===== src/rtl/mips_pkg.sv =====
// Shared types and constants for the MIPS core front end.
// Fetch FSM states, IF/ID bundle and major opcodes.
package mips_pkg;

    localparam int XLEN = 32;

    localparam logic [XLEN-1:0] PC_RESET = 32'h0000_0000;

    typedef enum logic [1:0] {
        IDLE,
        FETCH,
        HOLD,
        DRAIN
    } if_state_t;

    localparam logic [5:0] OP_RTYPE = 6'b000000;
    localparam logic [5:0] OP_ADDI  = 6'b001000;
    localparam logic [5:0] OP_LW    = 6'b100011;
    localparam logic [5:0] OP_SW    = 6'b101011;
    localparam logic [5:0] OP_BEQ   = 6'b000100;
    localparam logic [5:0] OP_J     = 6'b000010;

    typedef struct packed {
        logic [XLEN-1:0] instr;
        logic [XLEN-1:0] pc4;
    } if_id_t;

endpackage


===== src/rtl/instr_fetch_unit_if.sv =====
// Instruction memory req/ack bus.
// The fetch unit is the master; memory is the slave.
interface instr_fetch_unit_if;
    import mips_pkg::*;

    logic            req;
    logic [XLEN-1:0] addr;
    logic            ack;
    logic [XLEN-1:0] rdata;

    modport master (
        output req,
        output addr,
        input  ack,
        input  rdata
    );

    modport slave (
        input  req,
        input  addr,
        output ack,
        output rdata
    );

endinterface


===== src/rtl/instr_fetch_unit_pc_target_calc.sv =====
// Branch/jump target computation from IF/ID contents.
// Jump wins over branch when both are asserted.
module pc_target_calc
    import mips_pkg::*;
(
    input  logic [XLEN-1:0] instr,
    input  logic [XLEN-1:0] pc_plus4,
    input  logic            branch,
    input  logic            zero,
    input  logic            jump,
    output logic [XLEN-1:0] target,
    output logic            take
);

    logic [XLEN-1:0] boff;
    logic [XLEN-1:0] btgt;
    logic [XLEN-1:0] jtgt;

    assign boff = {{14{instr[15]}}, instr[15:0], 2'b00};
    assign btgt = pc_plus4 + boff;
    assign jtgt = {pc_plus4[31:28], instr[25:0], 2'b00};

    assign take   = jump | (branch & zero);
    assign target = jump ? jtgt : btgt;

endmodule


===== src/rtl/instr_fetch_unit.sv =====
// Fetch stage: PC, single outstanding imem fetch, skid buffer,
// IF/ID register and squashing of wrong-path words on redirect.
module instr_fetch_unit
    import mips_pkg::*;
(
    input  logic                clk,
    input  logic                rst_n,
    instr_fetch_unit_if.master  imem,
    input  logic                stall,
    input  logic                branch,
    input  logic                jump,
    input  logic                zero,
    output logic [XLEN-1:0]     instr,
    output logic [5:0]          opcode,
    output logic [XLEN-1:0]     pc_plus4,
    output logic                instr_valid
);

    if_state_t       state_q, state_d;
    logic [XLEN-1:0] pc_q, pc_d;
    logic [XLEN-1:0] tgt_q, tgt_d;
    if_id_t          skid_q, skid_d;
    if_id_t          ifid_q, ifid_d;
    logic            valid_q, valid_d;

    logic [XLEN-1:0] pc_inc;
    logic [XLEN-1:0] target;
    logic            take;
    logic            consume;
    logic            redirect;
    logic            slot_free;

    pc_target_calc u_tgt (
        .instr    (ifid_q.instr),
        .pc_plus4 (ifid_q.pc4),
        .branch   (branch),
        .zero     (zero),
        .jump     (jump),
        .target   (target),
        .take     (take)
    );

    assign pc_inc    = pc_q + 32'd4;
    assign consume   = valid_q & ~stall;
    assign redirect  = consume & take;
    assign slot_free = ~valid_q | consume;

    always_ff @(posedge clk or negedge rst_n) begin
        if (!rst_n) begin
            state_q <= IDLE;
            pc_q    <= PC_RESET;
            tgt_q   <= '0;
            skid_q  <= '0;
            ifid_q  <= '0;
            valid_q <= 1'b0;
        end else begin
            state_q <= state_d;
            pc_q    <= pc_d;
            tgt_q   <= tgt_d;
            skid_q  <= skid_d;
            ifid_q  <= ifid_d;
            valid_q <= valid_d;
        end
    end

    always_comb begin
        state_d = state_q;
        pc_d    = pc_q;
        tgt_d   = tgt_q;
        skid_d  = skid_q;
        ifid_d  = ifid_q;
        valid_d = valid_q;
        unique case (state_q)
            IDLE: state_d = FETCH;
            FETCH: begin
                if (imem.ack) begin
                    if (redirect) begin
                        pc_d    = target;
                        valid_d = 1'b0;
                    end else if (slot_free) begin
                        ifid_d  = '{instr: imem.rdata, pc4: pc_inc};
                        valid_d = 1'b1;
                        pc_d    = pc_inc;
                    end else begin
                        skid_d  = '{instr: imem.rdata, pc4: pc_inc};
                        pc_d    = pc_inc;
                        state_d = HOLD;
                    end
                end else if (redirect) begin
                    // keep pc so the pending request stays put until acked
                    tgt_d   = target;
                    valid_d = 1'b0;
                    state_d = DRAIN;
                end else if (consume) begin
                    valid_d = 1'b0;
                end
            end
            HOLD: begin
                if (consume) begin
                    state_d = FETCH;
                    if (redirect) begin
                        valid_d = 1'b0;
                        pc_d    = target;
                    end else begin
                        ifid_d  = skid_q;
                        valid_d = 1'b1;
                    end
                end
            end
            DRAIN: begin
                valid_d = 1'b0;
                if (imem.ack) begin
                    pc_d    = tgt_q;
                    state_d = FETCH;
                end
            end
            default: state_d = IDLE;
        endcase
    end

    assign imem.req    = (state_q == FETCH) | (state_q == DRAIN);
    assign imem.addr   = pc_q;
    assign instr       = ifid_q.instr;
    assign opcode      = ifid_q.instr[31:26];
    assign pc_plus4    = ifid_q.pc4;
    assign instr_valid = valid_q;

endmodule


===== src/flat_wrapper.sv =====
// flat-port wrapper written by rule: the top's interface ports become plain ports
module instr_fetch_unit_flat import mips_pkg::*;
  (clk, rst_n, stall, branch, jump, zero, instr, opcode, pc_plus4, instr_valid, imem_req, imem_addr, imem_ack, imem_rdata);
  instr_fetch_unit_if imem_i ();
  input  logic clk;
  input  logic rst_n;
  input  logic stall;
  input  logic branch;
  input  logic jump;
  input  logic zero;
  output logic [XLEN-1:0] instr;
  output logic [5:0] opcode;
  output logic [XLEN-1:0] pc_plus4;
  output logic instr_valid;
  output wire logic [$bits(imem_i.req)-1:0] imem_req;
  output wire logic [$bits(imem_i.addr)-1:0] imem_addr;
  input wire logic [$bits(imem_i.ack)-1:0] imem_ack;
  input wire logic [$bits(imem_i.rdata)-1:0] imem_rdata;
  assign imem_req = imem_i.req;
  assign imem_addr = imem_i.addr;
  assign imem_i.ack = imem_ack;
  assign imem_i.rdata = imem_rdata;
  instr_fetch_unit u_core (.clk(clk), .rst_n(rst_n), .imem(imem_i), .stall(stall), .branch(branch), .jump(jump), .zero(zero), .instr(instr), .opcode(opcode), .pc_plus4(pc_plus4), .instr_valid(instr_valid));
endmodule

===== config.mk =====
export PLATFORM = sky130hd
export DESIGN_NAME = instr_fetch_unit_flat
export DESIGN_NICKNAME = d
export VERILOG_FILES = /design/src/rtl/mips_pkg.sv /design/src/rtl/instr_fetch_unit_if.sv /design/src/rtl/instr_fetch_unit_pc_target_calc.sv /design/src/rtl/instr_fetch_unit.sv /design/src/flat_wrapper.sv
export SDC_FILE = /design/constraint.sdc
export NUM_CORES = 1
export LEC_CHECK = 0
export ABC_AREA = 1
export BUFFER_PORTS_ARGS = -buffer_cell sky130_fd_sc_hd__buf_2
export CAP_MARGIN = 20
export CORE_UTILIZATION = 53
export CTS_CLUSTER_SIZE = 16
export DETAILED_ROUTE_END_ITERATION = 12
export PLACE_DENSITY = 0.81
export SKIP_CTS_REPAIR_TIMING = 1
export SYNTH_ARGS = -nofsm -noshare
export SYNTH_HDL_FRONTEND = slang
export SYNTH_SLANG_ARGS = --single-unit

===== constraint.sdc =====
create_clock -name clk -period 2 [get_ports clk]
set_input_delay 0.4 -clock clk [delete_from_list [all_inputs] [get_ports clk]]
set_output_delay 0.4 -clock clk [all_outputs]
set_load 0.05 [all_outputs]

After elaboration in Yosys (flattened, before gate mapping) --
Cells that the tools add are included. W data, S select, Z words.
Storage, ports and cells: bits in registers 195, input port bits 39, output and inout bits 104, logic and storage cells 73
Operators by class: add/subtract/negate cells 2, equal/unequal tests 15, multiplexer cells 28, bitwise logic cells 11, reduce and logical (&&, ||, !) cells 9
Operator list (count):
- $mux W64 | 5
- $mux W32 | 6
- $pmux W64 S2 | 1
- $pmux W32 S3 | 1
- $add A32 B3 Y32 const B | 1
- $add A32 B32 Y32 | 1
- $mux W2 | 6
- $reduce_and A5 Y1 | 2
- $ne A2 B2 Y1 const B | 4
- $ne A4 B2 Y1 const B | 2
- $pmux W2 S4 | 1
- $reduce_and A4 Y1 | 2
- $mux W1 | 7
- $ne A2 B1 Y1 const B | 3
- $ne A3 B2 Y1 const B | 2
- $reduce_and A6 Y1 | 1
- $not A1 Y1 | 5
- $eq A2 B2 Y1 const B | 2
- $and A1 B1 Y1 | 3
- $ne A3 B3 Y1 const B | 1
- $or A1 B1 Y1 | 3
- $pmux W1 S3 | 1
- $reduce_and A3 Y1 | 1
- $reduce_bool A3 Y1 | 1
- 3 further kinds | 3

Depth between registers and ports, before layout --
Gate-level depths: netlist of the first run.
word-level depth 7, mapped depth 14, mapped depth without buffers 14

Cells and area by module --
From an unflattened synthesis of the first run, not the netlist that was laid out.
Unflattened totals: cells, all modules 1792, area total of the unflattened synthesis 12157.9 µm²
By module, submodules not included:
- instr_fetch_unit | instances 1, cells each 1258, area an instance 9641.7 µm², seq. area each 4879.7 µm²
- pc_target_calc | instances 1, cells each 534, area an instance 2516.2 µm², seq. area each 0.0 µm²

Least setup slack after synthesis of the first run --
Ideal clock, no wire load.
path kind register -> register, from reg u_core.ifid_q (netlist bit u_core.instr[0]), to reg u_core.tgt_q[14], library setup time 0.131 ns, data arrival time 2.305 ns, data required time 1.869 ns, slack -0.435 ns, stages on the path, launching flop included 12, buffers on the path 0, period minus slack after synthesis 2.435 ns, cell sequence dfrtp_1 ha_1 fa_1 nand3_1 nand3_1 nand3_1 nand3_1 or2_2 nand3_1 o21ai_0 nand2_1 o21ai_0
Between the ends: longest elaborated chain between the ends 2
RTL lines:
- start: declaration | RTL line instr_fetch_unit.sv:23 | if_id_t ifid_q, ifid_d;
- start signal: assignment | RTL line instr_fetch_unit.sv:61 | ifid_q <= ifid_d;
- $add A32 B32 Y32 | RTL line instr_fetch_unit_pc_target_calc.sv:20 | assign btgt = pc_plus4 + boff;
- $mux W32 | RTL line instr_fetch_unit_pc_target_calc.sv:24 | assign target = jump ? jtgt : btgt;
- end signal: assignment | RTL line instr_fetch_unit.sv:59 | tgt_q <= tgt_d;
- end: declaration | RTL line instr_fetch_unit.sv:21 | logic [XLEN-1:0] tgt_q, tgt_d;
Every way passes these cells. A chain may end at the register's enable or synchronous reset.

Final worst setup path of the first run --
from reg u_core.ifid_q (netlist bit u_core.instr[1]), to reg u_core.pc_q[16] (netlist: u_core.imem.addr[16])
Between the ends: longest elaborated chain between the ends 5, elaborated cells on any way between the ends 7, classes of those cells add/sub (1); mux (6)
RTL lines:
- $add A32 B32 Y32 (*) | RTL line instr_fetch_unit_pc_target_calc.sv:20
- $mux W32 (*) | RTL line instr_fetch_unit_pc_target_calc.sv:24
- $mux W32, on equally long branches | RTL line instr_fetch_unit.sv:101, instr_fetch_unit.sv:77
- $mux W32, on equally long branches | RTL line instr_fetch_unit.sv:99, instr_fetch_unit.sv:76
- $pmux W32 S3 (*) | RTL line instr_fetch_unit.sv:73 | unique case (state_q)
- end signal: assignment | RTL line instr_fetch_unit.sv:58 | pc_q <= pc_d;
- end: declaration | RTL line instr_fetch_unit.sv:20 | logic [XLEN-1:0] pc_q, pc_d;
Every way passes the cells marked *; elsewhere a longest branch is shown, timed or not. The select of a mux whose other input is x is not followed.

==> results_dict.tcl, run 1 <==
set metrics [dict create \
    synthToLayoutAreaGrowth_pct 32.6 \
    row_count 53 \
    syn_area_per_cell_um2 7.01 \
    dr_total_vias 12600 \
    finalCriticalPeriod_ns 2.30 \
    htreeDepth 4 \
    grtUsageMet1 0.500 \
    max-slew-margin-rel 0.584 \
    die_h_um 150 \
    initial_utilization 0.547 \
    worstMarginPinSlew_ns 0.623 \
    setup_ws_ns -0.297 \
    crit_path_start "u_core.instr[1]$_DFFE_PN0P_" \
    dieArea_um2 22500 \
    max-cap-violations 0 \
    cts_root_buf "clkbuf_16" \
    synth.top_cell.area_share 0.421 \
    cts_buffers 17 \
    reg2reg_from "u_core.instr[1]$_DFFE_PN0P_" \
    synth.largest_area_cell "dfrtp_1" \
    cp-start-kind "flip-flop" \
    totalWireLength_um 41600 \
    gp_congestion 1.01 \
    postLayoutCoreUtil 0.725 \
    final.setup_skew_ns 0.00991 \
    grt_use_met3 0.0692 \
    yosys_register_bits 195 \
    grt_max_degree 88 \
    min_path_type "in -> reg" \
    cp-end-kind "flip-flop" \
    cts_sinks 195 \
    grt_pass1_wl_um 62300 \
    outcome "complete, but fails checks" \
    yosysWarnings 0 \
    worstPathArrival_ns 2.67 \
    synthTopCellsByArea "dfrtp_1 42%, nand2_1 17%, inv_1 6.2%" \
    violations "negative setup slack" \
    required_ns 2.37 \
    die_w_um 150 \
    fillers 1688 \
    dr.pass1.iters 6 \
    fmax_ghz 0.435 \
    final_hold_viol_count 0 \
    drive_above_1_share 0.287 \
    portBuffers 142 \
    met2_usage 0.565 \
    grt_overflow 0 \
    ant_nets 0 \
    hp-start "imem_rdata[28]" \
    drt_iter0_drc 1184 \
    grt_pass1_vias 12000 \
    grt.total_usage 0.366 \
    ys_types 40 \
    synth_area_um2 11600 \
    coreArea_um2 21200 \
    setup_viol 50 \
    clkSlewWorstSetupHoldPaths_ns 0.08 \
    synth_nets 1724 \
    antenna_found_initial 3 \
    final_nets 2001 \
    place_ws_ns -0.239 \
    cts_tree "done" \
    cp_max_fo 5 \
    finalCritPeriodShare 1.15 \
    hpwl_um 29500 \
    insertion_delay_ns 0.45 \
    vias_per_cell 5.67 \
    post-route-drc-count 0 \
    clk_path_buf_depth 2 \
    wl_per_cell_um 18.7 \
    seq_area_frac_synth 0.421 \
    worstSetupPathType "reg -> reg" \
    syn_inst 1654 \
    rsz0062_at_grt "yes" \
    busiest_layer "met2" \
    slew_viol_final 0 \
    io-pin-count 143 \
]
==> flip-flops by register name (all words and copies together) (netlist names) <==
signal and cells:
u_core.skid_q 64, u_core.imem.addr 32, u_core.instr 32, u_core.pc_plus4 32, u_core.tgt_q 32, u_core.state_q 2
u_core.instr_valid 1
==> cell usage after synthesis (all sizes together) <==
cell type,n
nor3,14
o21ai,138
a211oi,2
nand4,5
a21oi,102
o21a,6
clkbuf,46
o21bai,3
or2,9
nand3,89
buf,27
nand2,528
ha,30
xnor2,4
and3,1
xor2,17
a21o,1
a31oi,27
o221ai,1
a32oi,1
o211ai,23
and2,3
o22ai,9
nand3b,5
a221oi,2
nor2,156
nor3b,1
a22oi,5
fa,1
dfrtp,195
inv,203
==> critical path, cell delays in order (launching register included) <==
cell	delay (ns)
dfrtp_2	0.44
buf_6	0.13
fa_2	0.44
nand3_2	0.13
nand3_4	0.11
nand2_2	0.11
nand2_4	0.08
inv_4	0.06
nor2_4	0.03
o21ai_2	0.14
nand3_2	0.17
nand2_2	0.15
nand2_2	0.07
a21oi_2	0.15
==> area by class of cell <==
class / count / area, um^2 / area share
Multi-Input combinational cell: 1183 / 6380 / 0.415
Sequential cell: 195 / 4930 / 0.321
Timing Repair Buffer: 331 / 2370 / 0.154
Inverter: 203 / 769 / 0.0500
Clock buffer: 21 / 470 / 0.0306
Tap cell: 275 / 344 / 0.0224
Clock inverter: 11 / 115 / 0.00748
Antenna cell: 1 / 2.50 / 0.000163
==> cells by family after synthesis <==
family                     synth area share
DFF                                   0.421
xor gates and xnor gates             0.0159
buffers and inverters                0.0951
and+or+nand+nor                       0.282
adders and majority gates            0.0341
AOI/OAI and AO/OA                     0.152
==> stage by stage <==
step	cell area, um^2	instances	hold slack, ns	setup TNS, ns
floorplan	11900	1654	0.104	-0.584
detailed placement	14100	2168	0.390	-6.78
global placement	14100	2168	0.392	-5.16
finish	15400	2220	0.156	-6.63
global route	15400	2219	0.162	-11.22
CTS	14700	2200	-0.0820	-8.13
==> layout by cell type (no fill, tap or decap), types with 20 or more instances in the layout <==
cell,synthesis,routed
a31oi_1,27,26
dfrtp_2,0,39
nor2_1,152,128
nor2_2,4,20
o21ai_0,90,78
buf_2,12,141
ha_4,0,23
nand3_1,87,69
a21oi_1,102,88
buf_4,14,170
dfrtp_1,195,155
o21ai_1,47,58
o211ai_1,23,23
nand2_1,526,499
nand2_2,2,24
inv_1,193,190
==> final timing paths <==
kind | end | slack (ns) | cells after the start
max | u_core.imem.addr[16]$_DFFE_PN0P_ | -0.30 | 13
min | u_core.skid_q[60]$_DFFE_PN0P_ | 0.16 | 3
max reg2reg | u_core.imem.addr[16]$_DFFE_PN0P_ | -0.30 | 13
max in group asynchronous | u_core.pc_plus4[30]$_DFFE_PN0P_ | 0.84 | 3
min reg2reg | u_core.skid_q[63]$_DFFE_PN0P_ | 0.48 | 2
min in group asynchronous | u_core.skid_q[60]$_DFFE_PN0P_ | 0.46 | 2
==> routing by layer <==
metal | part of all wire | wire (um)
met5 | 0.00029 | 12
met4 | 0.045 | 1880
met3 | 0.10 | 4160
met2 | 0.45 | 18800
met1 | 0.40 | 16800
Power of run 1 is not shown: default switching activity piles up to over one toggle a cycle in this logic, so the estimate is an artifact.
==> inputs of run 2 (changes only) <==
==> constraint.sdc (replaced) <==
create_clock -name clk -period 2 [get_ports clk]
set_input_delay 0.6 -clock clk [delete_from_list [all_inputs] [get_ports clk]]
set_output_delay 0.6 -clock clk [all_outputs]
set_load 0.05 [all_outputs]
==> run 2 against run 1 <==
Compared with the run above:
- sequential share of layout area fell by 0.71 points
- register-to-register slack improved by 0.06 ns
- worst hold slack got worse by 0.054 ns
- first-iteration DRC count fell by 6.5%
- cell count rose by 0.32%
- worst setup slack improved by 0.058 ns
- count of clock-buffer cells in the layout did not move
- the flow still finishes with violations (negative setup slack)
- die area did not move
==> results_dict.tcl, run 2 (synthesis results as in run 1) <==
set metrics [dict create \
    dr_total_vias 12600 \
    finalCritPeriodShare 1.12 \
    required_ns 2.37 \
    setup_viol 47 \
    diodes 0 \
    insertion_delay_ns 0.44 \
    rr_worst_depth 13 \
    portBuffers 142 \
    fillers 1579 \
    reg2reg_to "u_core.imem.addr[30]$_DFFE_PN0P_" \
    initial_utilization 0.547 \
    rsz0062_at_grt "yes" \
    grt_pass1_wl_um 62000 \
    final.setup_skew_ns 0.0115 \
    finalCriticalPeriod_ns 2.24 \
    drive_above_1_share 0.316 \
    grt.total_usage 0.362 \
    cts_tree "done" \
    worstSetupPathType "reg -> reg" \
    outcome "complete, but fails checks" \
    clk_path_buf_depth 2 \
    die_h_um 150 \
    cp_max_fo 4 \
    dr.pass1.iters 7 \
    cp-start-kind "flip-flop" \
    final_nets 2009 \
    rrSetupSlack_ns -0.24 \
    die_w_um 150 \
    antenna_found_initial 0 \
    worstPathArrival_ns 2.61 \
    largest_reg_flops 64 \
    mostFrequentLayoutCell "nand2_1" \
    dp_cells 2183 \
    fmax_ghz 0.447 \
    synthToLayoutAreaGrowth_pct 35.5 \
    fin_cells 2227 \
    slew_viol_final 0 \
    vias_per_cell 5.68 \
    grt_max_degree 88 \
    top_register "u_core.skid_q" \
    clkSlewWorstSetupHoldPaths_ns 0.08 \
    mostFrequentLayoutCells "479 x nand2_1, 190 x inv_1, 174 x buf_4" \
    violations "negative setup slack" \
    max-cap-violations 0 \
    final_hold_viol_count 0 \
    post-route-drc-count 0 \
    gp_congestion 0.983 \
    ant_nets 0 \
    grt_overflow 0 \
    cts_sinks 195 \
    grt_pass1_vias 11800 \
    totalWireLength_um 41000 \
    min_path_type "in -> async" \
    io-pin-count 143 \
    max-slew-margin-rel 0.595 \
    cts_buffers 17 \
    wl_per_cell_um 18.4 \
    htreeDepth 4 \
    setup_ws_ns -0.239 \
    drt_iter0_drc 1107 \
    cp-end-kind "flip-flop" \
    hpwl_um 29100 \
    row_count 53 \
    postLayoutCoreUtil 0.741 \
    worstMarginPinSlew_ns 0.606 \
    reg2reg_from "u_core.instr[6]$_DFFE_PN0P_" \
    coreArea_um2 21200 \
    cts_root_buf "clkbuf_16" \
    dieArea_um2 22500 \
]
[run 2: cell types whose count changed in the layout (fill, tap and decap cells not counted), moves of 6 or more]
cell,delta
nand3_1,-19
o21ai_2,+6
o21ai_0,-8
nand2_1,-20
a21oi_1,-10
a21oi_2,+8
nand2_2,+15
nand3_2,+18
[run 2: area by class of cell]
cell class | instances | area [um^2] | area share
multi-input cells | 1183 | 6630 | 0.422
clock buffers | 21 | 460 | 0.0293
repair buffers | 339 | 2440 | 0.155
clock inverters | 11 | 143 | 0.00907
flip-flops and latches | 195 | 4930 | 0.314
well taps | 275 | 344 | 0.0219
inverters | 203 | 767 | 0.0488
[run 2: through the flow]
step | area (um^2) | setup TNS (ns) | worst slack (ns) | hold WS, ns
final | 15700 | -5.92 | -0.239 | 0.102
after global routing | 15700 | -9.87 | -0.316 | 0.117
after CTS | 14800 | -8.67 | -0.300 | 0.113
after detailed placement | 14200 | -13.70 | -0.274 | 0.463
after global placement | 14200 | -7.94 | -0.175 | 0.457
after floorplan | 11900 | -0.584 | -0.112 | 0.304
[run 2: how the worst max path moves through the flow]
stage	startpoint	endpoint
after floorplan	u_core.instr[0]$_DFFE_PN0P_	u_core.tgt_q[10]$_DFFE_PN0P_
after global placement	u_core.pc_plus4[2]$_DFFE_PN0P_	u_core.imem.addr[8]$_DFFE_PN0P_
after detailed placement	u_core.instr[15]$_DFFE_PN0P_	u_core.imem.addr[18]$_DFFE_PN0P_
after CTS	u_core.instr[15]$_DFFE_PN0P_	u_core.imem.addr[18]$_DFFE_PN0P_
after global routing	u_core.instr[6]$_DFFE_PN0P_	u_core.imem.addr[30]$_DFFE_PN0P_
final	u_core.instr[6]$_DFFE_PN0P_	u_core.imem.addr[30]$_DFFE_PN0P_
[run 2: worst max-delay path, cell delays in order, from the launching register on]
cell and delay (ns):
dfrtp_2 0.43, ha_4 0.26, nand2_1 0.18, inv_1 0.09
nand2_1 0.16, nand2_1 0.13, nand2_1 0.10, nand3_2 0.08
buf_4 0.16, nand2_1 0.09, nand3_1 0.11, nand3_2 0.14
nand3_1 0.10, a21oi_1 0.14
[run 2: routing by layer]
layer / part of all wire / track usage
met3: 0.10 / 0.0680
met2: 0.47 / 0.580
met1: 0.39 / 0.485
met5: 0 / 0
met4: 0.038 / 0.138
Power of run 2 is left out for the same reason.
